File: config.mk
export PLATFORM = sky130hd
export DESIGN_NAME = cond_flag_unit
export DESIGN_NICKNAME = d
export VERILOG_FILES = /design/src/rtl/cond_flag_unit.sv
export SDC_FILE = /design/constraint.sdc
export NUM_CORES = 1
export LEC_CHECK = 0
export ABC_AREA = 1
export BUFFER_PORTS_ARGS = -buffer_cell sky130_fd_sc_hd__clkbuf_2
export CAP_MARGIN = 25
export CORE_ASPECT_RATIO = 0.8
export CORE_MARGIN = 5
export CORE_UTILIZATION = 33
export CTS_CLUSTER_SIZE = 40
export DETAILED_ROUTE_END_ITERATION = 7
export REMOVE_ABC_BUFFERS = 1
export SYNTH_ARGS = -nofsm -noshare
export SYNTH_HDL_FRONTEND = slang
export SYNTH_SLANG_ARGS = --single-unit
File: constraint.sdc
create_clock -name clk -period 2.4 [get_ports clk]
set_clock_uncertainty 0.1 [all_clocks]
set_input_delay 0 -clock clk [delete_from_list [all_inputs] [get_ports clk]]
set_output_delay 0 -clock clk [all_outputs]
set_load 0.05 [all_outputs]
File: src/rtl/cond_flag_unit.sv
// Condition evaluation and NZCV status register for the writeback side of the ALU flag path.
// Gates register/memory/PC write-enables, keeps a one-entry shadow NZCV and a saturating squash counter.
module cond_flag_unit #(
  parameter int CNT_W = 16
) (
  input  logic             clk,
  input  logic             reset,
  input  logic             InValid,
  input  logic [3:0]       Cond,
  input  logic [3:0]       ALUFlags,
  input  logic [1:0]       FlagW,
  input  logic             PCS,
  input  logic             RegW,
  input  logic             MemW,
  input  logic             Stall,
  input  logic             SaveFlags,
  input  logic             RestoreFlags,
  output logic             OutValid,
  output logic             CondEx,
  output logic             PCSrc,
  output logic             RegWrite,
  output logic             MemWrite,
  output logic [3:0]       Flags,
  output logic [CNT_W-1:0] SquashCount
);

  logic [3:0]       nzcv_q, nzcv_d;
  logic [3:0]       shadow_q, shadow_d;
  logic [CNT_W-1:0] cnt_q, cnt_d;
  logic             out_valid_q, out_valid_d;
  logic             cond_ex_q, cond_ex_d;
  logic             pc_src_q, pc_src_d;
  logic             reg_write_q, reg_write_d;
  logic             mem_write_q, mem_write_d;

  logic flag_n, flag_z, flag_c, flag_v;
  logic ce;
  logic exec;

  assign {flag_n, flag_z, flag_c, flag_v} = nzcv_q;

  always_comb begin
    ce = 1'b1;
    unique case (Cond)
      4'b0000: ce = flag_z;
      4'b0001: ce = ~flag_z;
      4'b0010: ce = flag_c;
      4'b0011: ce = ~flag_c;
      4'b0100: ce = flag_n;
      4'b0101: ce = ~flag_n;
      4'b0110: ce = flag_v;
      4'b0111: ce = ~flag_v;
      4'b1000: ce = flag_c & ~flag_z;
      4'b1001: ce = ~flag_c | flag_z;
      4'b1010: ce = (flag_n == flag_v);
      4'b1011: ce = (flag_n != flag_v);
      4'b1100: ce = ~flag_z & (flag_n == flag_v);
      4'b1101: ce = flag_z | (flag_n != flag_v);
      default: ce = 1'b1;
    endcase
  end

  assign exec = InValid & ce;

  always_comb begin
    nzcv_d      = nzcv_q;
    shadow_d    = shadow_q;
    cnt_d       = cnt_q;
    out_valid_d = out_valid_q;
    cond_ex_d   = cond_ex_q;
    pc_src_d    = pc_src_q;
    reg_write_d = reg_write_q;
    mem_write_d = mem_write_q;

    if (!Stall) begin
      out_valid_d = InValid;
      cond_ex_d   = exec;
      pc_src_d    = PCS & exec;
      reg_write_d = RegW & exec;
      mem_write_d = MemW & exec;

      // Shadow always captures the pre-edge NZCV, which makes save+restore a swap.
      if (SaveFlags) shadow_d = nzcv_q;

      if (RestoreFlags) begin
        nzcv_d = shadow_q;
      end else if (exec) begin
        if (FlagW[1]) nzcv_d[3:2] = ALUFlags[3:2];
        if (FlagW[0]) nzcv_d[1:0] = ALUFlags[1:0];
      end

      if (InValid && !ce && (cnt_q != {CNT_W{1'b1}})) cnt_d = cnt_q + 1'b1;
    end
  end

  always_ff @(posedge clk) begin
    if (reset) begin
      nzcv_q      <= 4'b0000;
      shadow_q    <= 4'b0000;
      cnt_q       <= '0;
      out_valid_q <= 1'b0;
      cond_ex_q   <= 1'b0;
      pc_src_q    <= 1'b0;
      reg_write_q <= 1'b0;
      mem_write_q <= 1'b0;
    end else begin
      nzcv_q      <= nzcv_d;
      shadow_q    <= shadow_d;
      cnt_q       <= cnt_d;
      out_valid_q <= out_valid_d;
      cond_ex_q   <= cond_ex_d;
      pc_src_q    <= pc_src_d;
      reg_write_q <= reg_write_d;
      mem_write_q <= mem_write_d;
    end
  end

  assign OutValid    = out_valid_q;
  assign CondEx      = cond_ex_q;
  assign PCSrc       = pc_src_q;
  assign RegWrite    = reg_write_q;
  assign MemWrite    = mem_write_q;
  assign Flags       = nzcv_q;
  assign SquashCount = cnt_q;

endmodule
Word level (Yosys, flattened, before mapping). Cells that the tools add are included.

Register bits: 29. Latch bits: 0. Bits in writable memories: 0. Bits in read-only memories: 0. Input port bits: 19. Output and inout port bits: 25. Word-level logic and storage cells: 55. Memories: 0.

Add/subtract/negate cells: 1. Multipliers: 0. Div/mod/pow operators: 0. $lt $le $gt $ge: 0. Equal/unequal tests: 16. Shift operators: 0. Multiplexer cells: 5. Bitwise logic cells: 13. Reduce and logical (&&, ||, !) cells: 11.

Operators with widths (count): == test 4 bit, second input constant (6); adder 16 x 1 -> 16 bit, second input constant (1); == test 4 x 3 -> 1 bit, second input constant (4); != test 16 bit, second input constant (1); one-hot mux 1 bit (14 select lines) (1); == test 4 x 2 -> 1 bit, second input constant (2); 2-to-1 mux 4 bit (2); bitwise AND 1 bit (6); AND reduction 3 bit (2); nonzero test 2 bit (3); inverter 1 bit (5); == test 4 x 1 -> 1 bit, second input constant (1); logical NOT 4 bit (1); 2-to-1 mux 2 bit (2); AND reduction 2 bit (2); logical AND 1 bit (2); OR 1 bit (2); == test 1 bit (1); logical NOT 1 bit (1); != test 1 bit (1).

Depth between registers and ports, before layout. Gate-level depths: netlist of run 1.

Word-level depth: 7. Gate-level depth with buffers: 14. Mapped depth without buffers: 14.

Worst setup path before layout of run 1. OpenSTA, ideal clock, no wires.

Path kind: reg-to-reg. Start point: register cnt_q[1] (netlist: SquashCount[1]). End point: register cnt_q[7] (netlist: SquashCount[7]). Library setup time: 0.069 ns. Arrival: 2.031 ns. Required time: 2.231 ns. Setup slack: 0.199 ns. Stages on the path, launching flop included: 11. Path buffers: 1. Clock period less this slack: 2.201 ns. Cell sequence: dfxtp_1 > ha_1 > nand3_1 > nor3_4 > nand3_1 > nand2_2 > inv_1 > nand2_2 > buf_6 > nand2_1 > a21oi_2.

Word-level cells in the longest chain between the ends: 3. Elaborated cells between the ends (all ways): 4. Classes of those cells: add/sub: 1; eq/ne: 1; reduce/logical: 2.

Ends and longest elaborated chain: start, declared (line 29) `logic [CNT_W-1:0] cnt_q, cnt_d;`; start signal, assigned (line 109) `cnt_q <= cnt_d;`; branches (longest 3 deep; another with adder 16 x 1 -> 16 bit).

Parallel ways; which one is timed is not known. A chain may end at the register's enable or synchronous reset.

Worst setup path after layout of run 1.
Start point: register cnt_q[0] (netlist: SquashCount[0]). End point: register cnt_q[3] (netlist: SquashCount[3]).

The elaborated chain is that of the path after synthesis.

==> out/summary.txt, run 1 <==
vias in the first global route = 1753
crit-path cells = ha_1 -> nand3_1 -> nor3_4 -> nand3_1 -> nand2_2 -> inv_1 -> nand2_2 -> nand2_1 -> a21oi_2
worst min-delay path endpoint = Flags[2]
critical path required time = 2.50 ns
Post-Syn Area per Cell = 6.69 µm²
Site Rows = 23
Worst Hold Class = in -> reg
number of DRC markers in iteration 0 = 72
fmax = 0.494 GHz
initial core utilization = 0.345
Num CTS Buffers = 5
drt total wl = 4420 µm
DR vias/cell = 4.67
die footprint = 6850 µm²
MaxCap Viol Count = 0
RSZ-0062 raised after global routing = no
Setup crit end kind = register
Post-CTS Setup Inserts = 0
Cell Pwr Density = 517 nW/µm²
Crit-path slowest cell = dfxtp_1
Layout area overhead = 25.5%
Clock Path Buffers = 2
DP HPWL = 3280 µm
initial antenna violation count = 0
FF-to-FF End = SquashCount[3]
Post-Syn Area = 1750 µm²
Die Height = 75.1 µm
sequential element share of the synthesized area = 0.333
peak supply drop = 0.247 mV
Residual DRC = 0
I/O pin count = 44
synth unique cells = 28
routability cong. = 0.811
Reg area = 581 µm²
Final period util = 0.844
Final nets = 337
Hold Path Origin = FlagW[1]
Yosys top cell by area = dfxtp_1
r2r startpoint = SquashCount[0]
fin. max-slew vios = 0
Clock Latency Late Sink = 0.27 ns
Min-Delay Path Depth = 5
area of the multi-input gates = 1010 µm²
die width = 91.3 µm
Crit Path Max Fanout = 13
Layout fillers = 552
Clock transition at path regs = 0.06 ns
Slew headroom = 0.691
Final setup viols = 0
H-tree depth = 2
Worst path max stage delay = 0.38 ns
FF-to-FF setup slack = 0.37 ns
buffers added on ports = 43
largest net degree at the start of global routing = 19
Syn Inst Count = 261
CTS root buf = clkbuf_8
Startpoint Class = register
setup TNS = 0 ns
Critical Path AT = 2.13 ns
kind of critical path = reg -> reg
DR WL/cell = 11.7 µm
layout cell share with drive strength beyond 1 = 0.274
clock period minus worst slack = 2.03 ns
WHS = 0.0428 ns
outcome = completed
core area = 5060 µm²
Synth Warn # = 0
GR Overflow Total = 0
Bufs and invs on worst path = 1
Clock Sinks = 29
Worst path top cell family by delay = simple AND/OR/NAND/NOR gates
Yosys reg bits = 29
measured slew at the worst slew-check pin = 0.461 ns
share of the synthesized area in the top cell type = 0.333
final hold viol count = 0
gr usage total = 0.137
Final Util = 0.433
final antenna-violating net count = 0
CTS tree = done
largest cells by area after synthesis = dfxtp_1 33%, nand2_1 16%, nand3_1 6.3%
first-pass GRT wire length = 7770 µm
number of vias in the routed layout = 1771
Leak = 1.01 nW
# diodes = 0
DR pass1 iterations = 4
FF-to-FF path depth = 9
sequential cells by signal, indices dropped and copies added (netlist names):
name         cells
OutValid         1
CondEx           1
Flags            4
shadow_q         4
RegWrite         1
MemWrite         1
PCSrc            1
SquashCount     16
worst register-to-register path, delay by kind of cell, from the launching register on:
family | cells | cell delay, ns
simple gates | 6 | 1.05
flops | 1 | 0.38
fa+ha+maj | 1 | 0.23
compound gates | 1 | 0.13
buf+inv | 1 | 0.08
synth_stat cells:
master,count
ha_1,1
clkbuf_1,1
nand2_2,16
nor2_2,3
nand2_1,74
nor4_1,1
or2_2,2
inv_1,25
xnor2_1,4
nand3_1,22
nor3_1,5
nor2_1,26
nand4_1,1
clkinv_1,1
nand2_4,1
nor2_8,1
xor2_1,5
nor3_4,1
a21oi_2,11
buf_12,1
a21oi_1,16
buf_1,1
inv_2,3
buf_6,1
dfxtp_1,29
nor3b_1,1
o21ai_0,7
buf_2,1
per-layer routing:
layer,global-route usage,wire (µm),vias to the layer above
li1,-,-,937
met1,0.176,2190,793
met2,0.227,1980,38
met3,0.0490,231,3
met4,0.0228,16,0
met5,0,0,-
cells by family after synthesis:
group,share of synthesized area
DFF,0.333
and+or+nand+nor,0.406
adders and majority gates,0.00717
buffers and inverters,0.0874
AOI/OAI and AO/OA,0.121
xor gates and xnor gates,0.0452
metrics by stage:
stage	area [µm²]	total power (W)	cells	setup slack, ns
finish	2190	0.00113	379	0.374
global route	2190	0.00120	379	0.159
CTS	2190	0.00115	379	0.355
detailed placement	1990	0.000728	361	0.381
global placement	1990	0.000727	361	0.485
floorplan	1700	0.000665	256	0.231
how the worst max path moves through the flow:
stage                   start         endpoint  cells after the start
2_1_floorplan  SquashCount[1]  SquashCount[10]                      9
3_3_place_gp   SquashCount[0]   SquashCount[0]                      9
3_5_place_dp   SquashCount[0]   SquashCount[0]                      9
4_1_cts        SquashCount[0]   SquashCount[3]                      9
5_1_grt        SquashCount[1]   SquashCount[0]                      9
6_report       SquashCount[0]   SquashCount[3]                      9
layout by cell type (no fill, tap or decap), types with 2 or more instances in the layout:
master and n:
nand2_1 74, clkbuf_2 43, dfxtp_1 29, nor2_1 26
inv_1 25, nand3_1 22, a21oi_1 16, nand2_2 16
a21oi_2 11, dlygate4sd3_1 11, o21ai_0 7, clkbuf_8 6
nor3_1 5, xor2_1 5, xnor2_1 4, inv_2 3
nor2_2 3, or2_2 2
cell type report:
type	count	share of cell area
Clock buffer	7	0.0394
Multi-Input combinational cell	198	0.462
Inverter	29	0.0497
Tap cell	62	0.0354
Sequential cell	29	0.265
Timing Repair Buffer	54	0.148
report_power, final:
group / switching, W / internal (W)
Sequential: 0.0000127 / 0.000498
Combinational: 0.000151 / 0.0000672
Clock: 0.000176 / 0.000227
Total: 0.000339 / 0.000793
what timing repair did:
item                      4_1_cts  5_1_grt
gates resized for setup         0        0
hold endpoints to repair        9        0
hold buffers                   11        0
(Power assumes the default switching activity.)
==> inputs of run 2 (changes only) <==
==> constraint.sdc (replaced) <==
create_clock -name clk -period 1.8 [get_ports clk]
set_clock_uncertainty 0.1 [all_clocks]
set_input_delay 0 -clock clk [delete_from_list [all_inputs] [get_ports clk]]
set_output_delay 0 -clock clk [all_outputs]
set_load 0.05 [all_outputs]
==> run 2 against run 1 <==
Compared with the run above:
- sequential cell count stayed put
- clock power increased by 49%
- register-to-register slack got worse by 0.23 ns
- sequential share of layout area is 2.2 points lower
- routed wire length is 3.9% higher
- critical path depth stayed put
- power grew 43%
==> out/summary.txt, run 2 (synthesized netlist as in run 1, its figures left out) <==
Final Util = 0.479
first-pass GRT wire length = 7860 µm
CTS root buf = clkbuf_8
drt total wl = 4590 µm
Layout fillers = 545
Setup crit end kind = register
setup ws final = 0.146 ns
Leak = 1.14 nW
critical path required time = 1.92 ns
outcome = completed
Final setup viols = 0
Residual DRC = 0
Cell Pwr Density = 669 nW/µm²
Num CTS Buffers = 5
I/O pin count = 44
clock period minus worst slack = 1.65 ns
die footprint = 6850 µm²
DR WL/cell = 11.4 µm
Non-Filler Instances = 401
peak supply drop = 0.351 mV
final antenna-violating net count = 0
# diodes = 0
Site Rows = 23
die width = 91.3 µm
Slew headroom = 0.703
initial core utilization = 0.345
DR vias/cell = 4.56
measured slew at the worst slew-check pin = 0.445 ns
fin area = 2420 µm²
Die Height = 75.1 µm
Crit-path slowest cell = dfxtp_1
core area = 5060 µm²
DP HPWL = 3390 µm
DR pass1 iterations = 4
crit-path cells = ha_1 -> nand3_2 -> nor3_4 -> nand3_1 -> nand2_2 -> inv_1 -> nand2_2 -> nand2_1 -> a21oi_2
Clock Sinks = 29
pre-CTS setup slack = -0.00259 ns
gr usage total = 0.139
Critical Path AT = 1.77 ns
vias in the first global route = 1759
Post-DP Area = 2130 µm²
Placed Cells = 379
Pwr Total = 0.00162 W
Top cell by count, worst path = nand2_2
fin. max-slew vios = 0
Clock transition at path regs = 0.07 ns
GR Overflow Total = 0
Crit Path Max Fanout = 6
layout cell share with drive strength beyond 1 = 0.369
Layout area overhead = 38.9%
kind of critical path = reg -> reg
fmax = 0.605 GHz
largest net degree at the start of global routing = 16
commonest non-fill, non-tap cell in the layout = nand2_1
Startpoint Class = register
final hold viol count = 0
max reg flops = 16
routability cong. = 0.793
initial antenna violation count = 0
Clock Latency Late Sink = 0.28 ns
most frequent cells in the layout = 71 x nand2_1, 43 x clkbuf_2, 26 x dfxtp_1
buffers added on ports = 43
number of vias in the routed layout = 1828
Final period util = 0.919
MaxCap Viol Count = 0
Clock Path Buffers = 2
CTS tree = done
Final nets = 358
Worst Hold Class = in -> reg
Worst path max stage delay = 0.34 ns
number of DRC markers in iteration 0 = 84
H-tree depth = 2
RSZ-0062 raised after global routing = no
run 2: changes by cell type in the layout (fill, tap and decap cells not counted), sizes merged:
cell / previous run / this run
buf: 0 / 23
clkinv: 1 / 2
dlygate4sd3: 11 / 8
nand2: 91 / 92
run 2: path summary, 6_finish.rpt:
path	from	endpoint	slack [ns]	cells after the start
worst max register to register	SquashCount[0]	SquashCount[4]	0.15	9
worst min register to register	PCSrc	PCSrc	0.35	2
worst max-delay path	SquashCount[0]	SquashCount[4]	0.15	9
worst min-delay path	FlagW[0]	Flags[0]	0.02	5
run 2: routing by layer:
layer,track usage,vias up,wire length (µm)
li1,-,984,-
met5,0,-,0
met4,0.0342,0,42
met1,0.181,799,2240
met3,0.0410,7,231
met2,0.228,38,2070
run 2: cell type report:
cell class                      instances  area, µm²  share of cell area
Clock inverter                          1       5.00             0.00207
Clock buffer                            7       96.3              0.0398
Sequential cell                        29        589               0.243
Inverter                               29        114              0.0470
Timing Repair Buffer                   74        493               0.203
Tap cell                               62       77.6              0.0320
Multi-Input combinational cell        199       1050               0.433
run 2: where the power goes:
group / internal [W] / switching, W
sequential: 0.000665 / 0.0000175
combinational: 0.000122 / 0.000218
clock: 0.000345 / 0.000254
run 2: metrics by stage:
step | setup TNS, ns | hold WS (ns)
3_5_place_dp | -0.00259 | 0.157
6_report | 0 | 0.0178
3_3_place_gp | 0 | 0.158
2_1_floorplan | -5.65 | -0.0376
4_1_cts | 0 | 0.0240
5_1_grt | 0 | 0.0502
run 2: worst max-delay path, delay by kind of cell, from the launching register on:
kind | cells | cell delay (ns)
simple gates | 6 | 0.73
flops | 1 | 0.34
fa+ha+maj | 1 | 0.19
buf+inv | 1 | 0.12
compound gates | 1 | 0.11
run 2: timing repair:
| action | CTS | global route |
|---|---|---|
| gates resized for setup | 0 | 19 |
| hold buffers | 8 | 0 |
| cloned | 0 | 1 |
| setup buffers | 2 | 3 |
| endpoints found under the setup margin | 1 | 20 |
| pin swaps | 1 | 7 |
| endpoints found under the hold margin | 9 | 0 |
==> inputs of run 3 (changes only) <==
--- a/config.mk
+++ b/config.mk
@@ -13,6 +13,7 @@
 export CORE_UTILIZATION = 33
 export CTS_CLUSTER_SIZE = 40
 export DETAILED_ROUTE_END_ITERATION = 7
+export MAX_ROUTING_LAYER = met4
 export REMOVE_ABC_BUFFERS = 1
 export SYNTH_ARGS = -nofsm -noshare
 export SYNTH_HDL_FRONTEND = slang
==> run 3 against run 2 <==
Compared with the run above:
- cell area did not move
- die area did not move
- worst hold slack improved by 0.0015 ns
- maximum frequency barely moved
- sequential share of layout area did not move
- first-iteration DRC count did not move
- critical path depth did not move
- clock power barely moved
- power barely moved
- sequential cell count did not move
- largest power group unchanged
==> out/summary.txt, run 3 (synthesized netlist as in run 1, its figures left out) <==
outcome = completed
Num CTS Buffers = 5
Min-Delay Path Depth = 5
Setup crit end kind = register
DP HPWL = 3390 µm
Final period util = 0.919
r2r startpoint = SquashCount[0]
fmax = 0.605 GHz
DR WL/cell = 11.4 µm
gr usage total = 0.143
fin area = 2420 µm²
die footprint = 6850 µm²
most frequent cells in the layout = 71 x nand2_1, 43 x clkbuf_2, 26 x dfxtp_1
CTS root buf = clkbuf_8
RSZ-0062 raised after global routing = no
routability cong. = 0.805
fin. max-slew vios = 0
vias in the first global route = 1759
Pwr Total = 0.00162 W
Clock Path Buffers = 2
Final setup viols = 0
clock period minus worst slack = 1.65 ns
kind of critical path = reg -> reg
Critical Path AT = 1.77 ns
Layout fillers = 545
Clock Sinks = 29
H-tree depth = 2
Worst path max stage delay = 0.34 ns
Crit Path Max Fanout = 6
initial antenna violation count = 0
I/O pin count = 44
Startpoint Class = register
Hold Path Origin = FlagW[0]
Residual DRC = 0
Clock transition at path regs = 0.07 ns
Leak = 1.14 nW
critical path required time = 1.92 ns
MaxCap Viol Count = 0
max reg flops = 16
final antenna-violating net count = 0
Final nets = 358
commonest non-fill, non-tap cell in the layout = nand2_1
number of vias in the routed layout = 1832
Worst path top cell family by delay = simple AND/OR/NAND/NOR gates
Site Rows = 23
setup ws final = 0.146 ns
pre-CTS setup slack = -0.00259 ns
Die Height = 75.1 µm
# diodes = 0
die width = 91.3 µm
core area = 5060 µm²
final hold viol count = 0
first-pass GRT wire length = 7860 µm
FF-to-FF End = SquashCount[4]
Cell Pwr Density = 668 nW/µm²
measured slew at the worst slew-check pin = 0.443 ns
number of DRC markers in iteration 0 = 84
Post-DP Area = 2130 µm²
CTS tree = done
DR vias/cell = 4.57
buffers added on ports = 43
layout cell share with drive strength beyond 1 = 0.369
peak supply drop = 0.349 mV
FF-to-FF setup slack = 0.15 ns
Layout area overhead = 38.9%
Crit-path slowest cell = dfxtp_1
Bufs and invs on worst path = 1
Slew headroom = 0.704
crit-path cells = ha_1 -> nand3_2 -> nor3_4 -> nand3_1 -> nand2_2 -> inv_1 -> nand2_2 -> nand2_1 -> a21oi_2
drt total wl = 4580 µm
Clock Latency Late Sink = 0.28 ns
largest net degree at the start of global routing = 16
Worst Hold Class = in -> reg
initial core utilization = 0.345
DR pass1 iterations = 4
Top cell by count, worst path = nand2_2
worst min-delay path endpoint = Flags[0]
GR Overflow Total = 0
FF-to-FF path depth = 9
run 3: repair_timing:
item	4_1_cts	5_1_grt
cloned	0	1
buffers inserted	2	3
hold buffers	8	0
endpoints found under the hold margin	9	0
gates resized for setup	0	19
pin swaps	1	7
endpoints found under the setup margin	1	20
run 3: report_power, final:
part	leakage [nW]	internal (W)	switching, W
clock	0.0542	0.000345	0.000252
sequential	0.237	0.000665	0.0000175
combinational	0.844	0.000122	0.000218
run 3: how the worst max path moves through the flow:
stage	start	end	slack, ns	cells after the start
2_1_floorplan	SquashCount[1]	SquashCount[10]	-0.37	9
6_report	SquashCount[0]	SquashCount[4]	0.15	9
3_3_place_gp	Flags[0]	SquashCount[10]	0.009	10
3_5_place_dp	Flags[0]	SquashCount[10]	-0.003	10
4_1_cts	SquashCount[0]	SquashCount[10]	0.01	9
5_1_grt	Flags[0]	SquashCount[9]	0.004	13
run 3: cell type report:
type	count	area, µm²	area share
Timing Repair Buffer	74	493	0.203
Clock inverter	1	5.00	0.00207
Clock buffer	7	96.3	0.0398
Inverter	29	114	0.0470
Tap cell	62	77.6	0.0320
Sequential cell	29	589	0.243
Multi-Input combinational cell	199	1050	0.433
run 3: worst reg2reg max path, cell delays in order (launching register included):
cell,delay (ns)
dfxtp_1,0.34
ha_1,0.19
nand3_2,0.11
nor3_4,0.14
nand3_1,0.11
nand2_2,0.13
inv_1,0.13
nand2_2,0.16
nand2_1,0.08
a21oi_2,0.11
run 3: stage by stage:
stage	setup TNS, ns	util	hold slack, ns	std cells
after floorplan	-5.65	-	-0.0376	256
after global placement	0	0.420	0.158	379
after detailed placement	-0.00259	0.420	0.157	379
after CTS	0	0.464	0.0240	397
after global routing	0	0.479	0.0502	401
final	0	0.479	0.0193	401
run 3: metal layers:
layer	share of wire	GRT usage	wire length [µm]
met1	0.49	0.182	2230
met2	0.46	0.228	2090
met3	0.049	0.0390	226
met4	0.0083	0.0342	38
met5	0	-	0
